**config.mk**
```make
export PLATFORM = sky130hd
export DESIGN_NAME = dbg_apb_master_arb
export DESIGN_NICKNAME = d
export VERILOG_FILES = /design/src/rtl/dbg_apb_pkg.sv /design/src/rtl/dbg_rr_arbiter.sv /design/src/rtl/dbg_apb_master_arb.sv
export SDC_FILE = /design/constraint.sdc
export NUM_CORES = 1
export LEC_CHECK = 0
export CORE_ASPECT_RATIO = 0.9
export CORE_MARGIN = 1
export CORE_UTILIZATION = 35
export DETAILED_ROUTE_END_ITERATION = 6
export PLACE_DENSITY = 0.88
export SKIP_LAST_GASP = 1
export SYNTH_ARGS = -nofsm -noshare
export SYNTH_HDL_FRONTEND = slang
export SYNTH_SLANG_ARGS = --single-unit
```
**constraint.sdc**
```tcl
create_clock -name clk -period 1.9 [get_ports clk]
set_input_delay 0.19 -clock clk [delete_from_list [all_inputs] [get_ports clk]]
set_output_delay 0.19 -clock clk [all_outputs]
set_load 0.005 [all_outputs]
```
**src/rtl/dbg_apb_pkg.sv**
```systemverilog
// Shared types and helpers for the debug APB master sequencer/arbiter.
package dbg_apb_pkg;

  typedef enum logic [1:0] {
    ST_IDLE,
    ST_SETUP,
    ST_ACCESS,
    ST_RESP
  } state_e;

  localparam int DEF_ADDR_WIDTH  = 5;
  localparam int DEF_WDATA_WIDTH = 32;
  localparam int DEF_RDATA_WIDTH = 32;

  // Index width for a set of n items; a single item still needs one bit.
  function automatic int slv_w(input int n);
    return (n > 1) ? $clog2(n) : 1;
  endfunction

endpackage

```
**src/rtl/dbg_rr_arbiter.sv**
```systemverilog
// Combinational round-robin pick: first asserted request at or after ptr_i,
// wrapping modulo NR_REQ. The pointer register lives in the parent.
module dbg_rr_arbiter
  import dbg_apb_pkg::*;
#(
  parameter int NR_REQ = 2
) (
  input  logic [NR_REQ-1:0]         req_i,
  input  logic [slv_w(NR_REQ)-1:0]  ptr_i,
  input  logic                      en_i,
  output logic [NR_REQ-1:0]         grant_o,
  output logic [slv_w(NR_REQ)-1:0]  idx_o
);

  localparam int PW = slv_w(NR_REQ);

  logic found;

  always_comb begin
    grant_o = '0;
    idx_o   = '0;
    found   = 1'b0;
    for (int k = 0; k < NR_REQ; k++) begin
      int c;
      c = int'(ptr_i) + k;
      if (c >= NR_REQ) c = c - NR_REQ;
      if (en_i && !found && req_i[c]) begin
        found      = 1'b1;
        grant_o[c] = 1'b1;
        idx_o      = PW'(c);
      end
    end
  end

endmodule

```
**src/rtl/dbg_apb_master_arb.sv**
```systemverilog
// APB master sequencer with round-robin arbitration for the debug APB bus.
// Optional ACCESS-phase timeout is enabled by defining DBG_APB_TIMEOUT_EN.
module dbg_apb_master_arb
  import dbg_apb_pkg::*;
#(
  parameter int NR_REQ         = 2,
  parameter int NR_SLAVES      = 1,
  parameter int ADDR_WIDTH     = DEF_ADDR_WIDTH,
  parameter int WDATA_WIDTH    = DEF_WDATA_WIDTH,
  parameter int RDATA_WIDTH    = DEF_RDATA_WIDTH,
  parameter int TIMEOUT_CYCLES = 256
) (
  input  logic                                     clk,
  input  logic                                     rst,
  input  logic [NR_REQ-1:0]                        req_valid,
  output logic [NR_REQ-1:0]                        req_ready,
  input  logic [NR_REQ-1:0][slv_w(NR_SLAVES)-1:0]  req_slave,
  input  logic [NR_REQ-1:0][ADDR_WIDTH-1:0]        req_addr,
  input  logic [NR_REQ-1:0]                        req_wr_rd,
  input  logic [NR_REQ-1:0][WDATA_WIDTH-1:0]       req_wdata,
  output logic [NR_REQ-1:0]                        rsp_valid,
  output logic                                     rsp_err,
  output logic [RDATA_WIDTH-1:0]                   rsp_rdata,
  output logic [ADDR_WIDTH-1:0]                    apb_addr,
  output logic [NR_SLAVES-1:0]                     apb_sel,
  output logic                                     apb_enable,
  output logic                                     apb_wr_rd,
  output logic [WDATA_WIDTH-1:0]                   apb_wdata,
  input  logic                                     apb_ready,
  input  logic [RDATA_WIDTH-1:0]                   apb_rdata
);

  localparam int PW = slv_w(NR_REQ);

  if (NR_REQ < 1 || NR_REQ > 8 || NR_SLAVES < 1 || TIMEOUT_CYCLES < 1) begin : g_bad_cfg
    $error("dbg_apb_master_arb: unsupported parameter set");
  end

  state_e                  state_q, state_d;
  logic [PW-1:0]           ptr_q, ptr_d;
  logic [PW-1:0]           owner_q, owner_d;
  logic [ADDR_WIDTH-1:0]   addr_q, addr_d;
  logic                    wr_q, wr_d;
  logic [WDATA_WIDTH-1:0]  wdata_q, wdata_d;
  logic [NR_SLAVES-1:0]    sel_q, sel_d;
  logic                    en_q, en_d;
  logic [NR_REQ-1:0]       rsp_valid_q, rsp_valid_d;
  logic                    rsp_err_q, rsp_err_d;
  logic [RDATA_WIDTH-1:0]  rsp_rdata_q, rsp_rdata_d;

  logic [NR_REQ-1:0]       grant;
  logic [PW-1:0]           gidx;

`ifdef DBG_APB_TIMEOUT_EN
  localparam int CW = $clog2(TIMEOUT_CYCLES + 1);
  logic [CW-1:0]           to_cnt_q, to_cnt_d;
`endif

  dbg_rr_arbiter #(.NR_REQ(NR_REQ)) u_arb (
    .req_i   (req_valid),
    .ptr_i   (ptr_q),
    .en_i    (state_q == ST_IDLE),
    .grant_o (grant),
    .idx_o   (gidx)
  );

  assign req_ready = grant;

  always_comb begin
    state_d     = state_q;
    ptr_d       = ptr_q;
    owner_d     = owner_q;
    addr_d      = addr_q;
    wr_d        = wr_q;
    wdata_d     = wdata_q;
    sel_d       = sel_q;
    en_d        = en_q;
    rsp_valid_d = '0;
    rsp_err_d   = 1'b0;
    rsp_rdata_d = '0;
`ifdef DBG_APB_TIMEOUT_EN
    to_cnt_d    = to_cnt_q;
`endif
    unique case (state_q)
      ST_IDLE: begin
        if (|grant) begin
          owner_d = gidx;
          ptr_d   = (int'(gidx) == NR_REQ - 1) ? '0 : gidx + PW'(1);
          addr_d  = req_addr[gidx];
          wr_d    = req_wr_rd[gidx];
          wdata_d = req_wdata[gidx];
          // Out-of-range target: skip the bus entirely and answer with an error.
          if (int'(req_slave[gidx]) >= NR_SLAVES) begin
            state_d = ST_RESP;
            for (int r = 0; r < NR_REQ; r++) rsp_valid_d[r] = (r == int'(gidx));
            rsp_err_d = 1'b1;
          end else begin
            state_d = ST_SETUP;
            for (int s = 0; s < NR_SLAVES; s++) sel_d[s] = (s == int'(req_slave[gidx]));
          end
        end
      end
      ST_SETUP: begin
        state_d = ST_ACCESS;
        en_d    = 1'b1;
`ifdef DBG_APB_TIMEOUT_EN
        to_cnt_d = '0;
`endif
      end
      ST_ACCESS: begin
        if (apb_ready) begin
          state_d = ST_RESP;
          sel_d   = '0;
          en_d    = 1'b0;
          for (int r = 0; r < NR_REQ; r++) rsp_valid_d[r] = (r == int'(owner_q));
          rsp_rdata_d = wr_q ? '0 : apb_rdata;
        end
`ifdef DBG_APB_TIMEOUT_EN
        else if (to_cnt_q == CW'(TIMEOUT_CYCLES - 1)) begin
          // This wait cycle brings the count to the limit: abandon the access.
          state_d = ST_RESP;
          sel_d   = '0;
          en_d    = 1'b0;
          for (int r = 0; r < NR_REQ; r++) rsp_valid_d[r] = (r == int'(owner_q));
          rsp_err_d = 1'b1;
        end else begin
          to_cnt_d = to_cnt_q + CW'(1);
        end
`endif
      end
      ST_RESP: begin
        state_d = ST_IDLE;
      end
      default: state_d = ST_IDLE;
    endcase
  end

  always_ff @(posedge clk) begin
    if (rst) begin
      state_q     <= ST_IDLE;
      ptr_q       <= '0;
      owner_q     <= '0;
      addr_q      <= '0;
      wr_q        <= 1'b0;
      wdata_q     <= '0;
      sel_q       <= '0;
      en_q        <= 1'b0;
      rsp_valid_q <= '0;
      rsp_err_q   <= 1'b0;
      rsp_rdata_q <= '0;
`ifdef DBG_APB_TIMEOUT_EN
      to_cnt_q    <= '0;
`endif
    end else begin
      state_q     <= state_d;
      ptr_q       <= ptr_d;
      owner_q     <= owner_d;
      addr_q      <= addr_d;
      wr_q        <= wr_d;
      wdata_q     <= wdata_d;
      sel_q       <= sel_d;
      en_q        <= en_d;
      rsp_valid_q <= rsp_valid_d;
      rsp_err_q   <= rsp_err_d;
      rsp_rdata_q <= rsp_rdata_d;
`ifdef DBG_APB_TIMEOUT_EN
      to_cnt_q    <= to_cnt_d;
`endif
    end
  end

  assign apb_addr   = addr_q;
  assign apb_sel    = sel_q;
  assign apb_enable = en_q;
  assign apb_wr_rd  = wr_q;
  assign apb_wdata  = wdata_q;
  assign rsp_valid  = rsp_valid_q;
  assign rsp_err    = rsp_err_q;
  assign rsp_rdata  = rsp_rdata_q;

endmodule

```
# Word level (Yosys, flattened, before mapping)

Index checks and enable logic that the tools add are counted.

Register bits after elaboration: 79
Input port bits: 115
Output and inout port bits: 77

$add $sub $neg: 4
$lt $le $gt $ge: 8
Eq/ne operators: 6
Mux-type cells: 40
Bitwise logic cells: 8
Reduce and logical (&&, ||, !) cells: 16

Operators by type and width:

| operator                                                           | number |
|---|---|
| two-way mux 32 bit                                                 | 4 |
| greater-or-equal comparator 32 x 1 -> 1 bit, second input constant | 2 |
| < comparator 32 x 3 -> 1 bit, second input constant                | 2 |
| greater-or-equal comparator 32 x 3 -> 1 bit, second input constant | 1 |
| subtractor 32 x 3 -> 32 bit, second input constant                 | 1 |
| two-way mux 1 bit                                                  | 20 |
| two-way mux 2 bit                                                  | 8 |
| two-way mux 5 bit                                                  | 2 |
| case mux 2 bit (4 select lines)                                    | 1 |
| NOT 1 bit                                                          | 7 |
| inequality test 2 bit, second input constant                       | 3 |
| AND reduction 2 bit                                                | 3 |
| logical AND 1 bit                                                  | 5 |
| equality test 2 bit, second input constant                         | 2 |
| case mux 1 bit (2 select lines)                                    | 2 |
| case mux 2 bit (2 select lines)                                    | 1 |
| AND reduction 4 bit                                                | 1 |
| nonzero test 2 bit                                                 | 2 |
| OR reduction 4 bit                                                 | 1 |
| OR reduction 3 bit                                                 | 1 |
| subtractor 1 x 2 -> 3 bit, second input constant                   | 1 |
| adder 1 x 1 -> 2 bit, second input constant                        | 1 |
| demux 1 bit (select 1 bit)                                         | 2 |
| equality test 2 x 1 -> 1 bit, second input constant                | 1 |
| other kinds (8)                                                    | 8 |

# Longest topological paths before layout

Gate-level depths: netlist (run 1).

Depth after elaboration: 17
Mapped depth: 8
Gate-level depth less buffers: 6

# By module

From an unflattened synthesis (run 1), not the netlist that was laid out.

Cell total of the unflattened synthesis: 293
Area, all modules: 2980.4 um^2

Modules (own cells, without submodules):

| module             | times used | cells each | area each (um^2) | seq. area each (um^2) |
|---|---|---|---|---|
| dbg_apb_master_arb | 1          | 287        | 2954.1           | 1581.5 |
| dbg_rr_arbiter     | 1          | 6          | 26.3             | 0.0 |

# Least setup slack after synthesis (run 1)

OpenSTA, ideal clock, no wires.

Kind: register -> register
Start point: register state_q[0]
End point: register wdata_q[15], in the netlist apb_wdata[15]
Setup time: 0.128 ns
Arrival: 1.498 ns
Data required time: 1.772 ns
Setup slack: 0.274 ns
Stages on the path, launching flop included: 9
Path buffers: 2
Clock period less this slack: 1.626 ns
Cell sequence: dfxtp_1 inv_1 ha_1 and2_4 and2_1 buf_6 buf_6 a222oi_1 nor2_1

Cells in the longest elaborated chain, start to end: 9
Elaborated cells between the ends (all ways): 15
Classes of those cells: 7 x mux; 1 x bitwise; 7 x reduce/logical

Ends and longest elaborated chain:

| element                           | RTL line                  | text |
|---|---|---|
| start: declaration                | dbg_apb_master_arb.sv:39  | `state_e state_q, state_d;` |
| start signal: assignment          | dbg_apb_master_arb.sv:155 | `state_q <= state_d;` |
| logical NOT 2 bit (*)             | dbg_apb_master_arb.sv:62  | `.en_i (state_q == ST_IDLE),` |
| logical AND 1 bit                 | dbg_rr_arbiter.sv:27      | `if (en_i && !found && req_i[c]) begin` |
| two-way mux 1 bit                 | dbg_rr_arbiter.sv:27      |  |
| logical NOT 1 bit                 | dbg_rr_arbiter.sv:27      |  |
| logical AND 1 bit (2 in series)   | dbg_rr_arbiter.sv:27      |  |
| two-way mux 2 bit (*)             | dbg_rr_arbiter.sv:27      |  |
| via req_ready[1]                  | dbg_apb_master_arb.sv:16  | `output logic [NR_REQ-1:0] req_ready,` |
| OR reduction 2 bit (*)            | dbg_apb_master_arb.sv:86  | `if (\|grant) begin` |
| AND reduction 2 bit (no line) (*) | -                         |  |
| end signal: assignment            | dbg_apb_master_arb.sv:160 | `wdata_q <= wdata_d;` |
| end: declaration                  | dbg_apb_master_arb.sv:44  | `logic [WDATA_WIDTH-1:0] wdata_q, wdata_d;` |

Mark *: on every way through the listed nets, which the timed path passes. The rest lies on a longest branch. The select of a mux whose other input is x is not followed.
A chain may end at the register's enable or synchronous reset.

# Final worst setup path (run 1)

Start point: register state_q[1]
End point: output port req_ready[0]

Cells in the longest elaborated chain, start to end: 7
Elaborated cells between the ends (all ways): 9
Classes of those cells: 3 x mux; 1 x bitwise; 5 x reduce/logical

Ends and longest elaborated chain:

| element                         | RTL line |
|---|---|
| logical NOT 2 bit (*)           | dbg_apb_master_arb.sv:62 |
| logical AND 1 bit               | dbg_rr_arbiter.sv:27 |
| two-way mux 1 bit               | dbg_rr_arbiter.sv:27 |
| logical NOT 1 bit               | dbg_rr_arbiter.sv:27 |
| logical AND 1 bit (2 in series) | dbg_rr_arbiter.sv:27 |
| two-way mux 2 bit (*)           | dbg_rr_arbiter.sv:27 |
| end: declaration                | dbg_apb_master_arb.sv:16 |

Every way passes the cells marked *; elsewhere a longest branch is shown, timed or not.

==> flow_summary.yaml, run 1 <==
synth:
  yosys.area_share.simple_pct: 15.8
  synthXorXnorAreaFrac_pct: 0
  synthAdderAreaFrac_pct: 1.31
  syn-num-nets: 392
  yosysWarningCount: 0
  ys_types: 32
  synth_edf_count: 0
  synth-main-ff-cell: "dfxtp_1"
  synthMuxAreaShare_pct: 0
  synth_compound_area_share_pct: 21.9
  syn_area_um2: 2870
  ys_seq_area_share_pct: 55.2
  ys_ff_latch: 79
  synth_top_family_by_area: "compound AO/OA/AOI/OAI gates"
  synth_area_per_cell_um2: 10.5
  syn_inst: 274
  ys_async_sr_fraction_pct: 0
clock_network:
  clkLatencyLatePin_ns: 0.34
  cts-buffers-inserted: 9
  post_cts_buffers: 0
  clockRootBuffer: "clkbuf_8"
  ctsHtreeMaxLevel: 3
  clkTransAtPathRegs_ns: 0.08
  clockBufferDepth: 2
  clock_sinks: 79
  tritoncts: "built"
placement:
  gp_congestion: 0.823
  hpwl_um: 6950
  port_buffers: 191
setup_path:
  crit_required_ns: 1.71
  cpLargestDelayFamily: "buffers and inverters"
  crit_path_max_incr_delay_ns: 0.51
  critical_path.endpoint: "req_ready[0]"
  reg2reg_to: "apb_wdata[21]"
  cp-end-kind: "output port"
  r2r_cells: 7
  r2r-start: "state_q[1]"
  critical_path_arrival_ns: 1.61
  cp.depth: 4
  path_cells: "inv_1, ha_4, and2_4, clkdlybuf4s50_1"
  crit_path_max_fanout: 4
  crit_slowest_cell: "clkdlybuf4s50_1"
  reg2reg_slack_ns: 0.18
  worstSetupStartpointType: "flip-flop"
  worstSetupPathType: "reg2out"
  crit_start: "state_q[1]"
  worst-path-buf-inv: 2
global_route:
  grt_usage_pct: 21.8
  grt_pass1_wl_um: 14900
  grt_pass1_vias: 2992
  grt_max_degree: 33
  antenna_found_initial: 0
  grt_remaining_overflow: 0
power_and_ir_drop:
  p_total_uw: 5470
  p_leak_uw: 0.00195
  ir_drop_mv: 0.500
  p_per_area_nw_per_um2: 1070
detailed_routing:
  vias_per_cell: 5.11
  wire_per_inst_um: 16.2
  drc: 0
  vias: 2895
  finalWirelength_um: 9200
  first_pass_iters: 5
  antenna_left: 0
  initialDrtViolationCount: 194
timing:
  tightestPinTransition_ns: 0.467
  fin_setup_tns_ns: 0
  finalSetupViolCount: 0
  slew_headroom_pct: 68.9
  finalHoldViolCount: 0
  maxSlewViolCount: 0
  rsz0062_at_grt: "false"
  period_share_pct: 94.6
  skew_ns: 0.00315
  min_period_ns: 1.80
  fmax_mhz: 557
floorplanning:
  dieArea_um2: 8550
  initial_utilization_pct: 37.1
  fp.dieH_um: 87.8
  rows: 30
  coreArea_um2: 7730
  die_w_um: 97.4
  boundaryPins: 192
final_layout:
  final_common_cell: "clkdlybuf4s50_1"
  drive_gt1_share_pct: 8.49
  syn_to_final_growth_pct: 77.8
  fin_util_pct: 65.9
  filler_cell_count: 597
  multi_input_area_um2: 1150
  antenna_cells: 0
  nets: 584
  seqCellArea_um2: 1580
  final_cell_mix: "clkdlybuf4s50_1 (189), dfxtp_1 (79), nor2_1 (43), and2_1 (33), a222oi_1 (22)"
hold_path:
  min_path_type: "in2reg"
run_status:
  status: "finished, final reports clean"
flow_run:
  cap_viol_max_count: 0
[cell type report]
type,count,area share [%]
inverters,4,0.295
clock inverters,5,1.13
flip-flops and latches,79,31.0
repair buffers,206,39.9
clock buffers,11,2.78
well taps,96,2.36
multi-input cells,166,22.5
[per-stage QoR]
step                      cells  setup slack, ns  hold slack, ns  instance area [µm²]
after floorplan             274            0.274           0.312                 2870
after global placement      551           0.0614           0.468                 4880
after detailed placement    551           0.0151           0.491                 4880
after CTS                   567           0.0376           0.219                 5080
after global routing        567           0.0191           0.241                 5090
final                       567            0.103           0.222                 5090
[cell families after synthesis]
| group | count (synthesis) |
|---|---|
| compound gates | 72 |
| fa+ha+maj | 3 |
| buf+inv | 29 |
| flops | 79 |
| simple gates | 91 |
[state kept, by name, indices dropped and copies added, names as in the netlist]
| signal | count |
|---|---|
| apb_sel | 1 |
| rsp_err | 1 |
| apb_addr | 5 |
| owner_q | 1 |
| apb_enable | 1 |
| state_q | 2 |
| apb_wdata | 32 |
| rsp_rdata | 32 |
| rsp_valid | 2 |
| ptr_q | 1 |
| apb_wr_rd | 1 |
[per-layer routing]
| metal | vias to the layer above | GRT usage [%] | wire (µm) |
|---|---|---|---|
| met5 | - | 0 | 0 |
| met4 | 0 | 7.35 | 152 |
| met3 | 18 | 9.34 | 948 |
| met2 | 145 | 38.5 | 4610 |
| met1 | 1347 | 23.9 | 3480 |
| li1 | 1385 | - | - |
[power by group]
| group | switching (µW) | internal [µW] | total [µW] | leakage (µW) |
|---|---|---|---|---|
| logic | 928 | 1190 | 2120 | 0.00121 |
| registers | 159 | 1960 | 2120 | 0.000645 |
| clock network | 596 | 641 | 1240 | 0.0000916 |
[how the worst min path moves through the flow]
stage | cells past startpoint | start | slack, ns | endpoint
finish | 2 | rst | 0.22 | apb_wdata[23]
global route | 2 | rst | 0.24 | apb_wdata[23]
CTS | 2 | rst | 0.22 | apb_wdata[23]
detailed placement | 2 | apb_wdata[13] | 0.49 | apb_wdata[13]
global placement | 2 | apb_enable | 0.47 | apb_enable
floorplan | 1 | apb_rdata[0] | 0.31 | rsp_rdata[0]
[synth_stat cells, types with 2 or more instances]
cell type  instances  share of area, %
and2_1            34               7.4
nand2_1            3              0.39
nor2_1            43               5.6
o21ai_0            2              0.35
and3_1             2              0.44
inv_1              4              0.52
buf_2              4              0.70
ha_1               3               1.3
a21oi_1            7               1.2
buf_6              7               2.8
a22oi_1           16               4.2
nand3_1            3              0.52
dfxtp_1           79                55
a222oi_1          22               7.7
a32o_1            16               5.6
clkbuf_1          13               1.7
[repair_timing]
| item | 4_1_cts | 5_1_grt |
|---|---|---|
| gates cloned | 0 | 0 |
| setup endpoints to repair | 2 | 1 |
| gates resized for setup | 3 | 2 |
| hold buffers | 0 | 0 |
Note: power is estimated with default switching activity, not from simulation.
==> run 2, diff against run 1 <==
==> constraint.sdc (replaced) <==
create_clock -name clk -period 1.9 [get_ports clk]
set_input_delay 0.19 -clock clk [delete_from_list [all_inputs] [get_ports clk]]
set_output_delay 0.19 -clock clk [all_outputs]
set_load 0.02 [all_outputs]
==> run 2 against run 1 <==
  * Sequential cell count unchanged
  * Critical path depth increased by 1
  * Count of clock-buffer cells in the layout unchanged
  * Sequential power about the same
  * Routed wire length decreased by 0.79%
  * Critical endpoint is now req_ready[1]
  * Clock skew increased by 0.0040 ns
  * Utilization decreased by 0.49 points
  * Cell area decreased by 0.74%
==> flow_summary.yaml, run 2 (synthesis gave the netlist of run 1 again) <==
run_status:
  status: "finished, final reports clean"
clock_network:
  clkTransAtPathRegs_ns: 0.08
  ctsHtreeMaxLevel: 3
  clock_sinks: 79
  tritoncts: "built"
  hold_buffers: 0
  clockBufferDepth: 2
  clockRootBuffer: "clkbuf_8"
  clkLatencyLatePin_ns: 0.34
  cts-buffers-inserted: 9
floorplanning:
  die_w_um: 97.4
  dieArea_um2: 8550
  rows: 30
  fp.dieH_um: 87.8
  initial_utilization_pct: 37.1
  coreArea_um2: 7730
  boundaryPins: 192
placement:
  port_buffers: 191
  placed_cells: 551
  place_area_um2: 4870
  hpwl_um: 6820
  gp_congestion: 0.771
global_route:
  met3_usage_pct: 9.34
  grt_usage_pct: 20.9
  met1_usage_pct: 23.0
  grt.busiest_layer: "met2"
  grt_pass1_wl_um: 14200
  grt_max_degree: 33
  grt_pass1_vias: 2883
  grtUsageMet2_pct: 36.9
  antenna_found_initial: 0
  grt_remaining_overflow: 0
timing:
  finalSetupViolCount: 0
  skew_ns: 0.00718
  maxSlewViolCount: 0
  min_period_ns: 1.80
  finalHoldViolCount: 0
  slew_headroom_pct: 71.5
  rsz0062_at_grt: "false"
  tightestPinTransition_ns: 0.427
  whs_ns: 0.262
  fmax_mhz: 557
  period_share_pct: 94.5
setup_path:
  r2r-start: "state_q[1]"
  r2r_cells: 7
  cp-end-kind: "output port"
  reg2reg_slack_ns: 0.11
  worstSetupStartpointType: "flip-flop"
  crit_path_max_fanout: 3
  worstSetupPathType: "reg2out"
  crit_required_ns: 1.71
  reg2reg_to: "apb_addr[2]"
  crit_start: "state_q[1]"
  critical_path.endpoint: "req_ready[1]"
  critical_path_arrival_ns: 1.61
final_layout:
  drive_gt1_share_pct: 8.28
  stdcell_count: 567
  final_cell_mix: "clkdlybuf4s50_1 (188), dfxtp_1 (79), nor2_1 (43), and2_1 (34), a222oi_1 (22)"
  final_common_cell: "clkdlybuf4s50_1"
  fin_util_pct: 65.4
  antenna_cells: 0
  syn_to_final_growth_pct: 76.5
  design_area_um2: 5060
  nets: 584
detailed_routing:
  wire_per_inst_um: 16.1
  vias_per_cell: 5.16
  first_pass_iters: 5
  antenna_left: 0
  drc: 0
  initialDrtViolationCount: 141
  finalWirelength_um: 9130
  vias: 2923
power_and_ir_drop:
  p_per_area_nw_per_um2: 1120
  p_leak_uw: 0.00194
  ir_drop_mv: 0.634
flow_run:
  cap_viol_max_count: 0
hold_path:
  min_path_type: "in2reg"
-- run 2: cell types whose count changed in the layout (fill, tap and decap cells not counted), sizes merged --
cell / delta
clkdlybuf4s50: -1
clkinv: +1
clkbuf: +1
clkinvlp: -1
inv: +1
bufinv: -1
dlygate4sd2: -1
clkdlybuf4s15: +1
-- run 2: layer usage --
| metal | wire length, µm | up-vias |
|---|---|---|
| met2 | 4620 | 139 |
| met4 | 80 | 0 |
| li1 | - | 1384 |
| met5 | 0 | - |
| met3 | 1020 | 7 |
| met1 | 3400 | 1393 |
-- run 2: worst min-delay path by stage --
stage	from	slack [ns]	depth (start not counted)	end
6_report	rst	0.26	2	apb_enable
3_3_place_gp	apb_enable	0.47	2	apb_enable
3_5_place_dp	apb_enable	0.48	2	apb_enable
4_1_cts	rst	0.25	2	apb_wdata[23]
5_1_grt	rst	0.26	2	apb_wdata[22]
2_1_floorplan	apb_rdata[0]	0.31	1	rsp_rdata[0]
-- run 2: cell type report --
type	count	area, µm²
fill	606	2680
timing repair buffer	206	2010
clock inverter	5	41.3
clock buffer	11	151
sequential	79	1580
tap	96	120
inverter	4	15.0
multi-input combinational	166	1130
-- run 2: through the flow --
| stage | total power [µW] | setup slack (ns) | setup TNS, ns |
|---|---|---|---|
| after floorplan | 3480 | 0.259 | 0 |
| after global placement | 4490 | -0.0280 | -0.0280 |
| after detailed placement | 4560 | -0.0145 | -0.0145 |
| after CTS | 5730 | 0.0458 | 0 |
| after global routing | 6010 | 0.00878 | 0 |
| final | 5680 | 0.104 | 0 |
-- run 2: repair_timing --
| action | in CTS | in global routing |
|---|---|---|
| endpoints found under the setup margin | 2 | 2 |
| setup buffers | 0 | 0 |
| gates resized for setup | 2 | 3 |
-- run 2: worst max-delay path: stages, from the launching register on --
cell and delay (ns):
dfxtp_1 0.36, inv_1 0.07, ha_1 0.20, and2_4 0.16, and2_1 0.17, clkdlybuf4s15_1 0.31
-- run 2: where the power goes --
part	internal (µW)	switching, µW	leakage, µW
Sequential	1960	157	0.000645
Combinational	1160	1240	0.00120
Clock	555	606	0.0000922
==> run 3, diff against run 2 <==
Settings changed: CORE_UTILIZATION 35 to 25, GPL_TIMING_DRIVEN from default to 1, PLACE_DENSITY 0.88 to 0.69.
==> run 3 against run 2 <==
  * The run now ends with design-rule violations left
  * First-iteration DRC count rose by 62%
  * Critical endpoint is now req_ready[0]
  * Setup slack improved by 0.0098 ns
  * Sequential power is essentially flat
  * Critical path type unchanged
  * Routed wire length is 1.6% higher
  * Utilization shrank 18 points
  * Via count decreased by 2.2%
==> flow_summary.yaml, run 3 (synthesis gave the netlist of run 1 again) <==
run_status:
  status: "finished, violations left"
  failed_checks: "design-rule violations"
floorplanning:
  initial_utilization_pct: 26.1
  boundaryPins: 192
  coreArea_um2: 11000
  die_w_um: 115
  rows: 36
  dieArea_um2: 11900
  fp.dieH_um: 104
setup_path:
  crit_required_ns: 1.71
  crit_slowest_cell: "dfxtp_1"
  cp-end-kind: "output port"
  path_cells: "inv_1, ha_1, buf_12, and2_1, clkdlybuf4s15_1"
  crit_path_max_incr_delay_ns: 0.31
  reg2reg_slack_ns: 0.12
  cpLargestDelayFamily: "buffers and inverters"
  worstSetupStartpointType: "flip-flop"
  reg2reg_to: "apb_wdata[20]"
  worstSetupPathType: "reg2out"
  crit_path_max_fanout: 24
  worst-path-buf-inv: 3
  r2r_cells: 7
  r2r-start: "state_q[1]"
  critical_path_arrival_ns: 1.60
clock_network:
  clockBufferDepth: 2
  hold_buffers: 0
  clockRootBuffer: "clkbuf_16"
  clkLatencyLatePin_ns: 0.33
  tritoncts: "built"
  clkTransAtPathRegs_ns: 0.05
  ctsHtreeMaxLevel: 3
  cts-buffers-inserted: 9
  clock_sinks: 79
final_layout:
  multi_input_area_um2: 1130
  stdcell_count: 618
  syn_to_final_growth_pct: 82.1
  drive_gt1_share_pct: 7.30
  antenna_cells: 0
  final_cell_mix: "clkdlybuf4s50_1 (188), dfxtp_1 (79), nor2_1 (43), and2_1 (34), a222oi_1 (22)"
  nets: 581
  seqCellArea_um2: 1580
  final_common_cell: "clkdlybuf4s50_1"
  filler_cell_count: 1084
timing:
  finalSetupViolCount: 0
  skew_ns: 0.00459
  period_share_pct: 94.0
  whs_ns: 0.293
  fmax_mhz: 560
  slew_headroom_pct: 67.8
  finalHoldViolCount: 0
  min_period_ns: 1.79
  tightestPinTransition_ns: 0.483
  maxSlewViolCount: 0
  rsz0062_at_grt: "true"
detailed_routing:
  vias: 2858
  wire_per_inst_um: 15.0
  vias_per_cell: 4.62
  drc: 1
  antenna_left: 0
  initialDrtViolationCount: 229
  finalWirelength_um: 9270
  first_pass_iters: 7
power_and_ir_drop:
  p_total_uw: 6190
  p_per_area_nw_per_um2: 1190
  p_leak_uw: 0.00198
  ir_drop_mv: 0.506
global_route:
  antenna_found_initial: 0
  grtUsageMet2_pct: 26.5
  grt_pass1_wl_um: 14800
  grt_pass1_vias: 2852
  grt_remaining_overflow: 0
  grt.busiest_layer: "met2"
  grt_max_degree: 39
  met3_usage_pct: 7.96
  grt_usage_pct: 16.0
  met1_usage_pct: 17.4
hold_path:
  min_delay_worst_endpoint: "apb_wdata[2]"
  hold_depth: 2
  min_path_type: "in2reg"
  worstHoldStart: "rst"
placement:
  hpwl_um: 7010
  placed_cells: 604
  port_buffers: 191
  gp_congestion: 0.764
flow_run:
  cap_viol_max_count: 0
-- run 3: cell count changes in the layout (fill, tap and decap cells not counted), moves of 2 or more --
cell,delta
buf_12,+2
clkbuf_8,-10
buf_4,-5
clkinv_4,-2
clkinv_2,+2
clkbuf_16,+9
-- run 3: layout make-up --
type / instances / share of cell area [%]
timing repair buffer: 203 / 38.7
sequential: 79 / 30.3
multi-input combinational: 166 / 21.6
clock buffer: 10 / 4.58
tap: 152 / 3.65
clock inverter: 4 / 0.911
inverter: 4 / 0.288
-- run 3: worst max path at each step --
| stage | start | end | depth (start not counted) |
|---|---|---|---|
| floorplan | state_q[0] | apb_wdata[15] | 8 |
| global placement | req_valid[1] | req_ready[1] | 4 |
| detailed placement | req_valid[1] | req_ready[1] | 4 |
| CTS | state_q[1] | req_ready[1] | 5 |
| global route | state_q[0] | req_ready[0] | 5 |
| finish | state_q[0] | req_ready[0] | 5 |
-- run 3: what timing repair did --
item | 4_1_cts | 5_1_grt
pin swaps | 0 | 3
setup buffers | 0 | 0
endpoints found under the setup margin | 2 | 5
resized for setup | 2 | 3
-- run 3: worst register-to-register path, cell delays in order (launching register included) --
cell and delay [ns]:
dfxtp_1 0.35, inv_1 0.07, ha_1 0.23, buf_12 0.17, and2_1 0.15, buf_4 0.22
a222oi_1 0.39, nor2_1 0.07
-- run 3: power breakdown --
group	total (µW)	internal (µW)	switching, µW
registers	2120	1960	157
logic	2420	1180	1240
clock network	1650	1030	616
-- run 3: per-layer routing --
layer	up-vias	routed length [µm]
met2	134	4430
met1	1330	3600
met5	-	0
met3	12	1080
li1	1382	-
met4	0	157
-- run 3: stage by stage --
stage | worst slack (ns) | TNS (ns) | utilization [%] | area (µm²)
detailed placement | -0.0169 | -0.0169 | 44.9 | 4930
CTS | 0.0525 | 0 | 47.5 | 5220
global route | -0.0151 | -0.0295 | 47.5 | 5220
global placement | -0.0166 | -0.0166 | 44.9 | 4930
floorplan | 0.259 | 0 | - | 2870
finish | 0.114 | 0 | 47.5 | 5220
